## src/rtl/seg7_bcd_driver_if.sv

```systemverilog
// Conversion handshake between a binary value source and seg7_bcd_driver.
// The source side is the master; the driver is the slave.
interface seg7_bcd_driver_if;
    logic [15:0] value_in;
    logic        start;
    logic        busy;
    logic        ready;
    logic [15:0] bcd;
    logic        overflow;

    modport master (output value_in, start, input  busy, ready, bcd, overflow);
    modport slave  (input  value_in, start, output busy, ready, bcd, overflow);
endinterface

```

## src/rtl/seg7_bcd_driver.sv

```systemverilog
// Sequential double-dabble binary-to-BCD converter (one shift per clock)
// feeding a continuously scanned, common-anode 4-digit 7-segment display.
module seg7_bcd_driver #(
    parameter int SCAN_DIV = 16
) (
    input  logic               CLK,
    input  logic               CLEAR,
    seg7_bcd_driver_if.slave   cv,
    output logic [3:0]         anode,
    output logic [6:0]         seg
);
    localparam int SW = (SCAN_DIV > 1) ? $clog2(SCAN_DIV) : 1;

    typedef enum logic [1:0] {IDLE, SHIFT, DONE} state_t;

    state_t         state, state_nxt;
    logic [15:0]    sreg;
    logic [19:0]    scratch, scratch_adj;
    logic [4:0]     iter;
    logic [15:0]    bcd_q;
    logic           ovf_q;
    logic           ready_q;
    logic [SW-1:0]  scan_cnt;
    logic [1:0]     idx;
    logic [3:0]     nib;

    // Add-3 correction applied to all five scratch digits in parallel
    for (genvar g = 0; g < 5; g++) begin : g_add3
        assign scratch_adj[4*g +: 4] = (scratch[4*g +: 4] >= 4'd5) ?
                                       scratch[4*g +: 4] + 4'd3 : scratch[4*g +: 4];
    end

    always_comb begin
        state_nxt = state;
        case (state)
            IDLE:    if (cv.start) state_nxt = SHIFT;
            SHIFT:   if (iter == 5'd15) state_nxt = DONE;
            DONE:    state_nxt = IDLE;
            default: state_nxt = IDLE;
        endcase
    end

    always_ff @(posedge CLK) begin
        if (CLEAR) begin
            state   <= IDLE;
            sreg    <= '0;
            scratch <= '0;
            iter    <= '0;
            bcd_q   <= '0;
            ovf_q   <= 1'b0;
            ready_q <= 1'b0;
        end else begin
            state   <= state_nxt;
            ready_q <= 1'b0;
            case (state)
                IDLE: if (cv.start) begin
                    sreg    <= cv.value_in;
                    scratch <= '0;
                    iter    <= '0;
                end
                SHIFT: begin
                    scratch <= {scratch_adj[18:0], sreg[15]};
                    sreg    <= {sreg[14:0], 1'b0};
                    iter    <= iter + 5'd1;
                end
                DONE: begin
                    bcd_q   <= scratch[15:0];
                    ovf_q   <= |scratch[19:16];
                    ready_q <= 1'b1;
                end
                default: ;
            endcase
        end
    end

    assign cv.busy     = (state != IDLE);
    assign cv.ready    = ready_q;
    assign cv.bcd      = bcd_q;
    assign cv.overflow = ovf_q;

    // Display scan is free-running; only CLEAR re-aligns it
    always_ff @(posedge CLK) begin
        if (CLEAR) begin
            scan_cnt <= '0;
            idx      <= '0;
        end else if (scan_cnt == SW'(SCAN_DIV - 1)) begin
            scan_cnt <= '0;
            idx      <= idx + 2'd1;
        end else begin
            scan_cnt <= scan_cnt + SW'(1);
        end
    end

    assign anode = ~(4'b0001 << idx);
    assign nib   = bcd_q[4*idx +: 4];

    always_comb begin
        seg = 7'b1111111;
        case (nib)
            4'd0: seg = 7'b1000000;
            4'd1: seg = 7'b1111001;
            4'd2: seg = 7'b0100100;
            4'd3: seg = 7'b0110000;
            4'd4: seg = 7'b0011001;
            4'd5: seg = 7'b0010010;
            4'd6: seg = 7'b0000010;
            4'd7: seg = 7'b1111000;
            4'd8: seg = 7'b0000000;
            4'd9: seg = 7'b0010000;
            default: seg = 7'b1111111;
        endcase
    end
endmodule

```

## src/flat_wrapper.sv

```systemverilog
// flat-port wrapper written by rule: the top's interface ports become plain ports
module seg7_bcd_driver_flat 
#(
    parameter int SCAN_DIV = 16
)
  (CLK, CLEAR, anode, seg, cv_value_in, cv_start, cv_busy, cv_ready, cv_bcd, cv_overflow);
  seg7_bcd_driver_if cv_i ();
  input  logic CLK;
  input  logic CLEAR;
  output logic [3:0] anode;
  output logic [6:0] seg;
  input wire logic [$bits(cv_i.value_in)-1:0] cv_value_in;
  input wire logic [$bits(cv_i.start)-1:0] cv_start;
  output wire logic [$bits(cv_i.busy)-1:0] cv_busy;
  output wire logic [$bits(cv_i.ready)-1:0] cv_ready;
  output wire logic [$bits(cv_i.bcd)-1:0] cv_bcd;
  output wire logic [$bits(cv_i.overflow)-1:0] cv_overflow;
  assign cv_i.value_in = cv_value_in;
  assign cv_i.start = cv_start;
  assign cv_busy = cv_i.busy;
  assign cv_ready = cv_i.ready;
  assign cv_bcd = cv_i.bcd;
  assign cv_overflow = cv_i.overflow;
  seg7_bcd_driver #(.SCAN_DIV(SCAN_DIV)) u_core (.CLK(CLK), .CLEAR(CLEAR), .cv(cv_i), .anode(anode), .seg(seg));
endmodule
```

## config.mk

```make
export PLATFORM = sky130hd
export DESIGN_NAME = seg7_bcd_driver_flat
export DESIGN_NICKNAME = d
export VERILOG_FILES = /design/src/rtl/seg7_bcd_driver_if.sv /design/src/rtl/seg7_bcd_driver.sv /design/src/flat_wrapper.sv
export SDC_FILE = /design/constraint.sdc
export NUM_CORES = 1
export LEC_CHECK = 0
export BUFFER_PORTS_ARGS = -buffer_cell sky130_fd_sc_hd__clkbuf_2
export CAP_MARGIN = 20
export CORE_MARGIN = 5
export CORE_UTILIZATION = 39
export CTS_CLUSTER_DIAMETER = 150
export DETAILED_ROUTE_END_ITERATION = 10
export SETUP_SLACK_MARGIN = 0.4
export SYNTH_ARGS = -nofsm -noshare
export SYNTH_HDL_FRONTEND = slang
export SYNTH_SLANG_ARGS = --single-unit
```

## constraint.sdc

```tcl
create_clock -name CLK -period 2.15 [get_ports CLK]
set_input_delay 0.43 -clock CLK [delete_from_list [all_inputs] [get_ports CLK]]
set_output_delay 0.43 -clock CLK [all_outputs]
set_load 0.02 [all_outputs]
```

==> impl_metrics.toml, run 1 <==
[placement]
hpwlAfterDp_um = 5560
gp_congestion = 0.872
port_buffers = 48
post-place-ws_ns = 0.00209
postPlaceCellArea_um2 = 3820

[timing]
final_hold_viol_count = 0
fmax_mhz = 412
setup_violations = 7
hold_ws_ns = 0.296
slew_viol_final = 0
min_period_ns = 2.43
fin_worst_skew_ns = 0.00808
rsz0062_at_grt = "yes"
worst-slew-pin-transition_ns = 0.496
setup_slack_ns = -0.278
min_period_over_period = 1.13
fin_setup_tns_ns = -1.73
slew_headroom = 0.668

[synthesis]
synthCells = 415
synth_seq_cells = 67
ys_types = 42
synth_area_leaders = "dfxtp_1, ha_1, a21oi_1"
yosysTopAreaCell = "dfxtp_1"
syn_area_um2 = 3370
synth_top_area_frac = 0.398
syn_nets = 457
yosysWarnings = 0
synth-edff-count = 0
synthArstFlopShare = 0
synth_ff_type = "dfxtp_1"
syn_avg_cell_area_um2 = 8.12
yosysSeqAreaShare = 0.398

[floorplan]
initial_core_util = 0.394
dieArea_um2 = 10600
rows = 34
ios = 49
fp.dieH_um = 103
fp.dieW_um = 103
core_um2 = 8550

[run_status]
violations = "negative setup slack"
outcome = "finished, violations left"

[clocking]
path_clk_slew_ns = 0.07
cts_buffers = 9
clockBufferDepth = 2
htree_levels = 3
clock-sinks = 67
cts_hold_buffers = 0
cts_tree = "built"
clockRootBuffer = "clkbuf_8"
insertion_delay_ns = 0.34

[detailed_routing]
wirelength_um = 8050
dr.first_iter.drc_count = 147
wl_per_cell_um = 13.7
num_vias = 2998
drc = 0
ant_nets = 0
via_per_inst = 5.10
dr.pass1.iters = 4

[grt]
grt_overflow = 0
first_global_vias = 2961
antenna_found_initial = 0
grt_pass1_wl_um = 13700
grt_max_degree = 41
track_usage = 0.161

[cells_and_area]
mostFrequentLayoutCells = "dfxtp_1, nor2_1, nand2_1"
antennaDiodeCount = 0
final_layout_size_suffix_gt1_frac = 0.265
fin_area_um2 = 4300
final_common_cell = "dfxtp_1"
nNetsFinal = 517
areaGrowthSynthToFinish_pct = 27.6

[power_and_ir_drop]
power.density_nw_per_um2 = 637
vdd_ir_drop_max_uv = 438
p_leak_nw = 1.77

[setup_path]
crit_type = "flip-flop to primary output"
required_ns = 1.72
worstPathArrival_ns = 2.00
end_kind = "primary output"
cp-start-kind = "flip-flop"
cp_max_fo = 6

[run]
cap_violations = 0

[min_path]
hold_path.class = "input pin to flip-flop"
==> synthesized netlist by cell type, types with 3 or more instances <==
master,number
clkbuf_1,14
buf_2,6
a21oi_1,44
inv_1,25
dfxtp_1,67
ha_1,23
mux2i_1,3
nand3_1,6
nor3_1,18
xnor2_1,11
a222oi_1,3
o211ai_1,4
a22oi_1,11
nor2b_1,11
buf_1,4
a21o_1,5
o21ai_0,16
nor2_1,57
a22o_1,3
a32oi_1,4
nand2b_1,8
nand2_1,47
==> critical path: stages (launching register included) <==
cell     delay, ns
dfxtp_4       0.40
mux4_2        0.58
inv_4         0.13
ha_4          0.22
nor2_2        0.11
o21ai_1       0.06
buf_2         0.15
==> state kept, by name, summed over array words and instances (netlist names) <==
name,flops
u_core.sreg,16
u_core.cv.ready,1
u_core.idx,2
u_core.iter,5
u_core.cv.bcd,16
u_core.state,2
u_core.scratch,20
u_core.cv.overflow,1
u_core.scan_cnt,4
==> routing by layer <==
| metal | vias up | global-route usage | wire (um) | share of wire |
|---|---|---|---|---|
| li1 | 1517 | - | - | - |
| met1 | 1397 | 0.203 | 3720 | 0.46 |
| met2 | 72 | 0.263 | 3700 | 0.46 |
| met3 | 12 | 0.0447 | 494 | 0.061 |
| met4 | 0 | 0.0568 | 139 | 0.017 |
| met5 | - | 0 | 0 | 0 |
==> path summary, 6_finish.rpt <==
check	end	startpoint	slack, ns	depth (start not counted)
setup / recovery	seg[1]	u_core.idx[0]$_SDFFE_PP0N_	-0.28	6
hold / removal	u_core.sreg[12]$_SDFFE_PP0P_	cv_value_in[12]	0.30	3
setup reg to reg	u_core.sreg[14]$_SDFFE_PP0P_	u_core.state[0]$_SDFFE_PP0P_	0.52	6
hold reg to reg	u_core.iter[4]$_SDFFE_PP0P_	u_core.iter[4]$_SDFFE_PP0P_	0.46	2
==> metrics by stage <==
step	utilization	total power, mW	cells
after global placement	0.446	1.57	563
after detailed placement	0.446	1.57	563
final	0.502	2.74	588
after floorplan	-	1.50	415
after global routing	0.502	2.86	588
after CTS	0.497	2.77	585
==> area by class of cell <==
cell class,instances,area [um2]
fillers,824,4250
repair buffers,76,542
well taps,108,135
clock buffers,10,138
multi-input cells,296,1940
clock inverters,6,88.8
inverters,25,101
flip-flops and latches,67,1350
==> report_power, final <==
group / total, mW / switching (mW) / internal (mW)
sequential: 1.31 / 0.0262 / 1.28
clock: 1.18 / 0.500 / 0.684
combinational: 0.248 / 0.146 / 0.103
total: 2.74 / 0.672 / 2.07
==> repair_timing <==
action / 4_1_cts / 5_1_grt
endpoints found under the setup margin: 11 / 12
setup buffers: 6 / 3
pin swaps: 2 / 1
gates resized for setup: 39 / 11
==> kinds of logic after synthesis <==
kind of cell | synth area share
buffers and inverters | 0.0650
xor gates and xnor gates | 0.0334
muxes | 0.0334
AOI/OAI and AO/OA | 0.174
DFF | 0.398
adders and majority gates | 0.0854
and+or+nand+nor | 0.211
Power figures use the tool's default switching activity.
==> inputs of run 2 (changes only) <==
Settings changed: ABC_AREA set to 1.
==> run 2 against run 1 <==
- the run still ends with negative setup slack left
- sequential share of layout area fell by 0.46 points
- synthesized cell count grew 18%
- die area up 1.6%
- final cell count rose by 13%
- utilization grew 0.14 points
- wire length is 6.5% higher
- critical path type unchanged
- largest power group unchanged
==> impl_metrics.toml, run 2 <==
[clocking]
htree_levels = 3
insertion_delay_ns = 0.34
path_clk_slew_ns = 0.07
clockRootBuffer = "clkbuf_8"
cts_hold_buffers = 0
cts_buffers = 9
cts_tree = "built"
clockBufferDepth = 2
clock-sinks = 67

[timing]
final_hold_viol_count = 0
min_period_ns = 2.21
fin_worst_skew_ns = 0.00897
setup_violations = 4
setup_slack_ns = -0.0603
slew_headroom = 0.633
worst-slew-pin-transition_ns = 0.550
slew_viol_final = 0
min_period_over_period = 1.03
fmax_mhz = 452
rsz0062_at_grt = "yes"

[synthesis]
synthTopCellsByCount = "nand2_1, dfxtp_1, nand3_1, inv_1, a21oi_1"
ys_types = 29
synth-xor-area-share = 0.00256
muxShareOfSynthArea = 0
syn_area_um2 = 3430
yosysSeqAreaShare = 0.391
yosysTopAreaCell = "dfxtp_1"
synthArstFlopShare = 0
synth-edff-count = 0
synth_ff_type = "dfxtp_1"
synth_seq_cells = 67
yosysMostFrequentCell = "nand2_1"
synthCells = 490
synth_top_family_by_area = "simple AND/OR/NAND/NOR gates"
syn_avg_cell_area_um2 = 6.99
syn_nets = 532
synth_fa_ha_area_frac = 0.0840
yosysWarnings = 0
synth_top_area_frac = 0.391
yosys.area_share.simple = 0.300
synth_area_leaders = "dfxtp_1, nand2_1, ha_1"
synth_compound_area_frac = 0.133

[grt]
first_global_vias = 3193
grt_max_degree = 35
grt_pass1_wl_um = 14400
track_usage = 0.156
antenna_found_initial = 0
grt_overflow = 0

[floorplan]
dieArea_um2 = 10800
rows = 34
fp.dieW_um = 104
core_um2 = 8640
initial_core_util = 0.397
fp.dieH_um = 104
ios = 49

[run_status]
violations = "negative setup slack"
outcome = "finished, violations left"

[detailed_routing]
drc = 0
dr.pass1.iters = 5
num_vias = 3345
ant_nets = 0
wirelength_um = 8580
wl_per_cell_um = 12.9
dr.first_iter.drc_count = 142
via_per_inst = 5.01

[placement]
post-place-ws_ns = 0.186
port_buffers = 48
hpwlAfterDp_um = 5760
gp_congestion = 0.842
placed_cells = 634

[setup_path]
reg2reg_from = "u_core.state[1]$_SDFFE_PP0P_"
startpoint = "u_core.idx[0]$_SDFFE_PP0N_"
ff2ff_setup_slack_ns = 0.61
cpPeakStageDelay_ns = 0.38
cp-start-kind = "flip-flop"
crit_chain = "buf_6 -> nand2_4 -> nand2_1 -> nand2_1 -> nand2_2 -> ha_4 -> nand3b_1 -> nand3_1 -> nand2_2 -> clkbuf_8"
reg2regPathDepth = 6
crit_slowest_cell = "dfxtp_4"
endpoint = "seg[5]"
end_kind = "primary output"
worstPathArrival_ns = 1.78
crit_type = "flip-flop to primary output"
r2r_end = "u_core.sreg[6]$_SDFFE_PP0P_"
cp_max_fo = 6
required_ns = 1.72

[cells_and_area]
final_common_cell = "nand2_1"
fin_cells = 667
largest_reg_flops = 20
regMostFlops = "u_core.scratch"
antennaDiodeCount = 0
final_layout_size_suffix_gt1_frac = 0.234
mostFrequentLayoutCells = "nand2_1, dfxtp_1, inv_1"
areaGrowthSynthToFinish_pct = 27.0
nNetsFinal = 597
fin_util = 0.504
fillCellCount = 871

[power_and_ir_drop]
p_leak_nw = 1.98
vdd_ir_drop_max_uv = 328
power.density_nw_per_um2 = 585

[min_path]
holdCritStartpoint = "cv_value_in[11]"
hold_path.class = "input pin to flip-flop"
whs_path_depth = 3

[run]
cap_violations = 0
[run 2: worst max-delay path, delay by kind of cell, from the launching register on]
kind          cells  cell delay [ns]
simple gates      7             0.62
fa+ha+maj         1             0.16
buf+inv           2             0.28
flops             1             0.38
[run 2: power breakdown]
part           switching, mW  internal [mW]  total [mW]
Combinational          0.126         0.0629       0.188
Sequential            0.0206           1.27        1.29
Clock                  0.476          0.591        1.07
[run 2: cells by family after synthesis]
family	after synthesis
flops	67
buf+inv	73
fa+ha+maj	23
xor+xnor	1
compound gates	86
simple gates	240
[run 2: final cells by class]
class	instances	area, um2	area share
Sequential cell	67	1350	0.310
Inverter	56	223	0.0512
Multi-Input combinational cell	350	1930	0.442
Timing Repair Buffer	71	518	0.119
Tap cell	108	135	0.0311
Clock buffer	11	151	0.0348
Clock inverter	4	50.0	0.0115
[run 2: how the worst min path moves through the flow]
stage,to
2_1_floorplan,u_core.scan_cnt[0]$_SDFF_PP0_
3_3_place_gp,u_core.scan_cnt[0]$_SDFF_PP0_
3_5_place_dp,u_core.scan_cnt[0]$_SDFF_PP0_
4_1_cts,u_core.sreg[11]$_SDFFE_PP0P_
5_1_grt,u_core.sreg[11]$_SDFFE_PP0P_
6_report,u_core.sreg[11]$_SDFFE_PP0P_
[run 2: metrics by stage]
stage | hold slack [ns] | TNS (ns) | power [mW] | cell area, um2
2_1_floorplan | 0.418 | 0 | 1.45 | 3450
3_3_place_gp | 0.431 | 0 | 1.51 | 3780
3_5_place_dp | 0.440 | 0 | 1.51 | 3780
4_1_cts | 0.270 | 0 | 2.58 | 4290
5_1_grt | 0.281 | -0.778 | 2.67 | 4350
6_report | 0.281 | -0.128 | 2.55 | 4350
[run 2: timing repair]
item                                    4_1_cts  5_1_grt
endpoints found under the setup margin       10       11
cloned                                        0        0
pin swaps                                    13        6
resized for setup                            53       12
setup buffers                                14        4
[run 2: metal layers]
layer | vias to the layer above | part of all wire | global-route usage
li1 | 1731 | - | -
met1 | 1508 | 0.45 | 0.195
met2 | 91 | 0.48 | 0.260
met3 | 15 | 0.047 | 0.0466
met4 | 0 | 0.016 | 0.0435
met5 | - | 0 | 0
==> inputs of run 3 (changes only) <==
Settings changed: CORE_UTILIZATION 39 to 52, PLACE_DENSITY set to 0.76, SKIP_CTS_REPAIR_TIMING set to 1.
==> run 3 against run 2 <==
- the flow still finishes with violations (negative setup slack)
- global-route usage increased by 3.3 points
- register-to-register slack got worse by 0.10 ns
- maximum frequency decreased by 3.1%
- clock-buffer cell count unchanged
- total power increased by 2.0%
- critical path type unchanged
- largest power group unchanged
==> impl_metrics.toml, run 3 (synthesized netlist as in run 2, its figures left out) <==
[detailed_routing]
wl_per_cell_um = 13.9
num_vias = 3491
dr.first_iter.drc_count = 234
wirelength_um = 8740
dr.pass1.iters = 5
via_per_inst = 5.57
drc = 0
ant_nets = 0

[timing]
min_period_ns = 2.28
slew_headroom = 0.639
slew_viol_final = 0
hold_ws_ns = 0.278
min_period_over_period = 1.06
setup_slack_ns = -0.131
final_hold_viol_count = 0
fmax_mhz = 438
rsz0062_at_grt = "yes"
setup_violations = 7
fin_worst_skew_ns = 0.00560
worst-slew-pin-transition_ns = 0.541

[power_and_ir_drop]
p_leak_nw = 1.91
power.density_nw_per_um2 = 616
vdd_ir_drop_max_uv = 394

[run_status]
violations = "negative setup slack"
outcome = "finished, violations left"

[setup_path]
ff2ff_setup_slack_ns = 0.51
reg2reg_from = "u_core.state[1]$_SDFFE_PP0P_"
cp-start-kind = "flip-flop"
startpoint = "u_core.idx[0]$_SDFFE_PP0N_"
crit_type = "flip-flop to primary output"
worstPathArrival_ns = 1.85
required_ns = 1.72
cp_max_fo = 7
end_kind = "primary output"

[grt]
track_usage = 0.189
grt_max_degree = 35
first_global_vias = 3054
grt_pass1_wl_um = 13300
antenna_found_initial = 0
grt_overflow = 0

[cells_and_area]
fillCellCount = 537
regArea_um2 = 1350
final_common_cell = "nand2_1"
final_layout_size_suffix_gt1_frac = 0.218
largest_reg_flops = 20
regMostFlops = "u_core.scratch"
fin_area_um2 = 4220
nNetsFinal = 587
multi_input_area_um2 = 1930
antennaDiodeCount = 0
fin_cells = 627
mostFrequentLayoutCells = "nand2_1, dfxtp_1, inv_1"
areaGrowthSynthToFinish_pct = 23.0

[clocking]
path_clk_slew_ns = 0.07
cts_tree = "built"
htree_levels = 3
insertion_delay_ns = 0.34
clockRootBuffer = "clkbuf_8"
clock-sinks = 67
clockBufferDepth = 2
cts_buffers = 9

[placement]
hpwlAfterDp_um = 5450
postPlaceCellArea_um2 = 3740
port_buffers = 48
post-place-ws_ns = 0.192
placed_cells = 603
gp_congestion = 0.834

[floorplan]
fp.dieW_um = 91.2
initial_core_util = 0.537
rows = 29
dieArea_um2 = 8310
fp.dieH_um = 91.2
core_um2 = 6390
ios = 49

[min_path]
holdCritStartpoint = "cv_value_in[11]"
hold_path.class = "input pin to flip-flop"

[run]
cap_violations = 0
-- run 3: metal layers --
metal | track usage | share of wire | vias to the layer above | wire length [um]
li1 | - | - | 1716 | -
met1 | 0.234 | 0.42 | 1603 | 3690
met2 | 0.320 | 0.48 | 143 | 4220
met3 | 0.0364 | 0.065 | 29 | 571
met4 | 0.0819 | 0.029 | 0 | 257
met5 | 0 | 0 | - | 0
-- run 3: metrics by stage --
stage | util | total power [mW] | setup TNS [ns]
2_1_floorplan | - | 1.45 | 0
3_3_place_gp | 0.586 | 1.50 | 0
4_1_cts | 0.618 | 2.62 | -0.892
5_1_grt | 0.660 | 2.72 | -1.02
6_report | 0.660 | 2.60 | -0.585
3_5_place_dp | 0.586 | 1.51 | 0
-- run 3: final cells by class --
type,count,area share
Sequential cell,67,0.320
Clock buffer,11,0.0312
Inverter,56,0.0528
Tap cell,77,0.0228
Clock inverter,5,0.0184
Multi-Input combinational cell,350,0.457
Timing Repair Buffer,61,0.0973
-- run 3: path summary, 6_finish.rpt --
kind / end / cells after the start
worst max-delay path: seg[0] / 9
worst min-delay path: u_core.sreg[11]$_SDFFE_PP0P_ / 3
worst max register to register: u_core.scratch[10]$_SDFFE_PP0P_ / 6
worst min register to register: u_core.scan_cnt[0]$_SDFF_PP0_ / 1
-- run 3: worst max-delay path, stage by stage, from the launching register on --
cell and delay [ns]:
dfxtp_4 0.43, buf_6 0.14, nand2_2 0.05, nand3_2 0.09, nand2_4 0.08, ha_1 0.20
nand3b_1 0.21, nand3_2 0.11, nand2_1 0.06, buf_6 0.13
-- run 3: power by group --
part | switching, mW | internal (mW)
Combinational | 0.124 | 0.0613
Clock | 0.472 | 0.650
Sequential | 0.0208 | 1.27
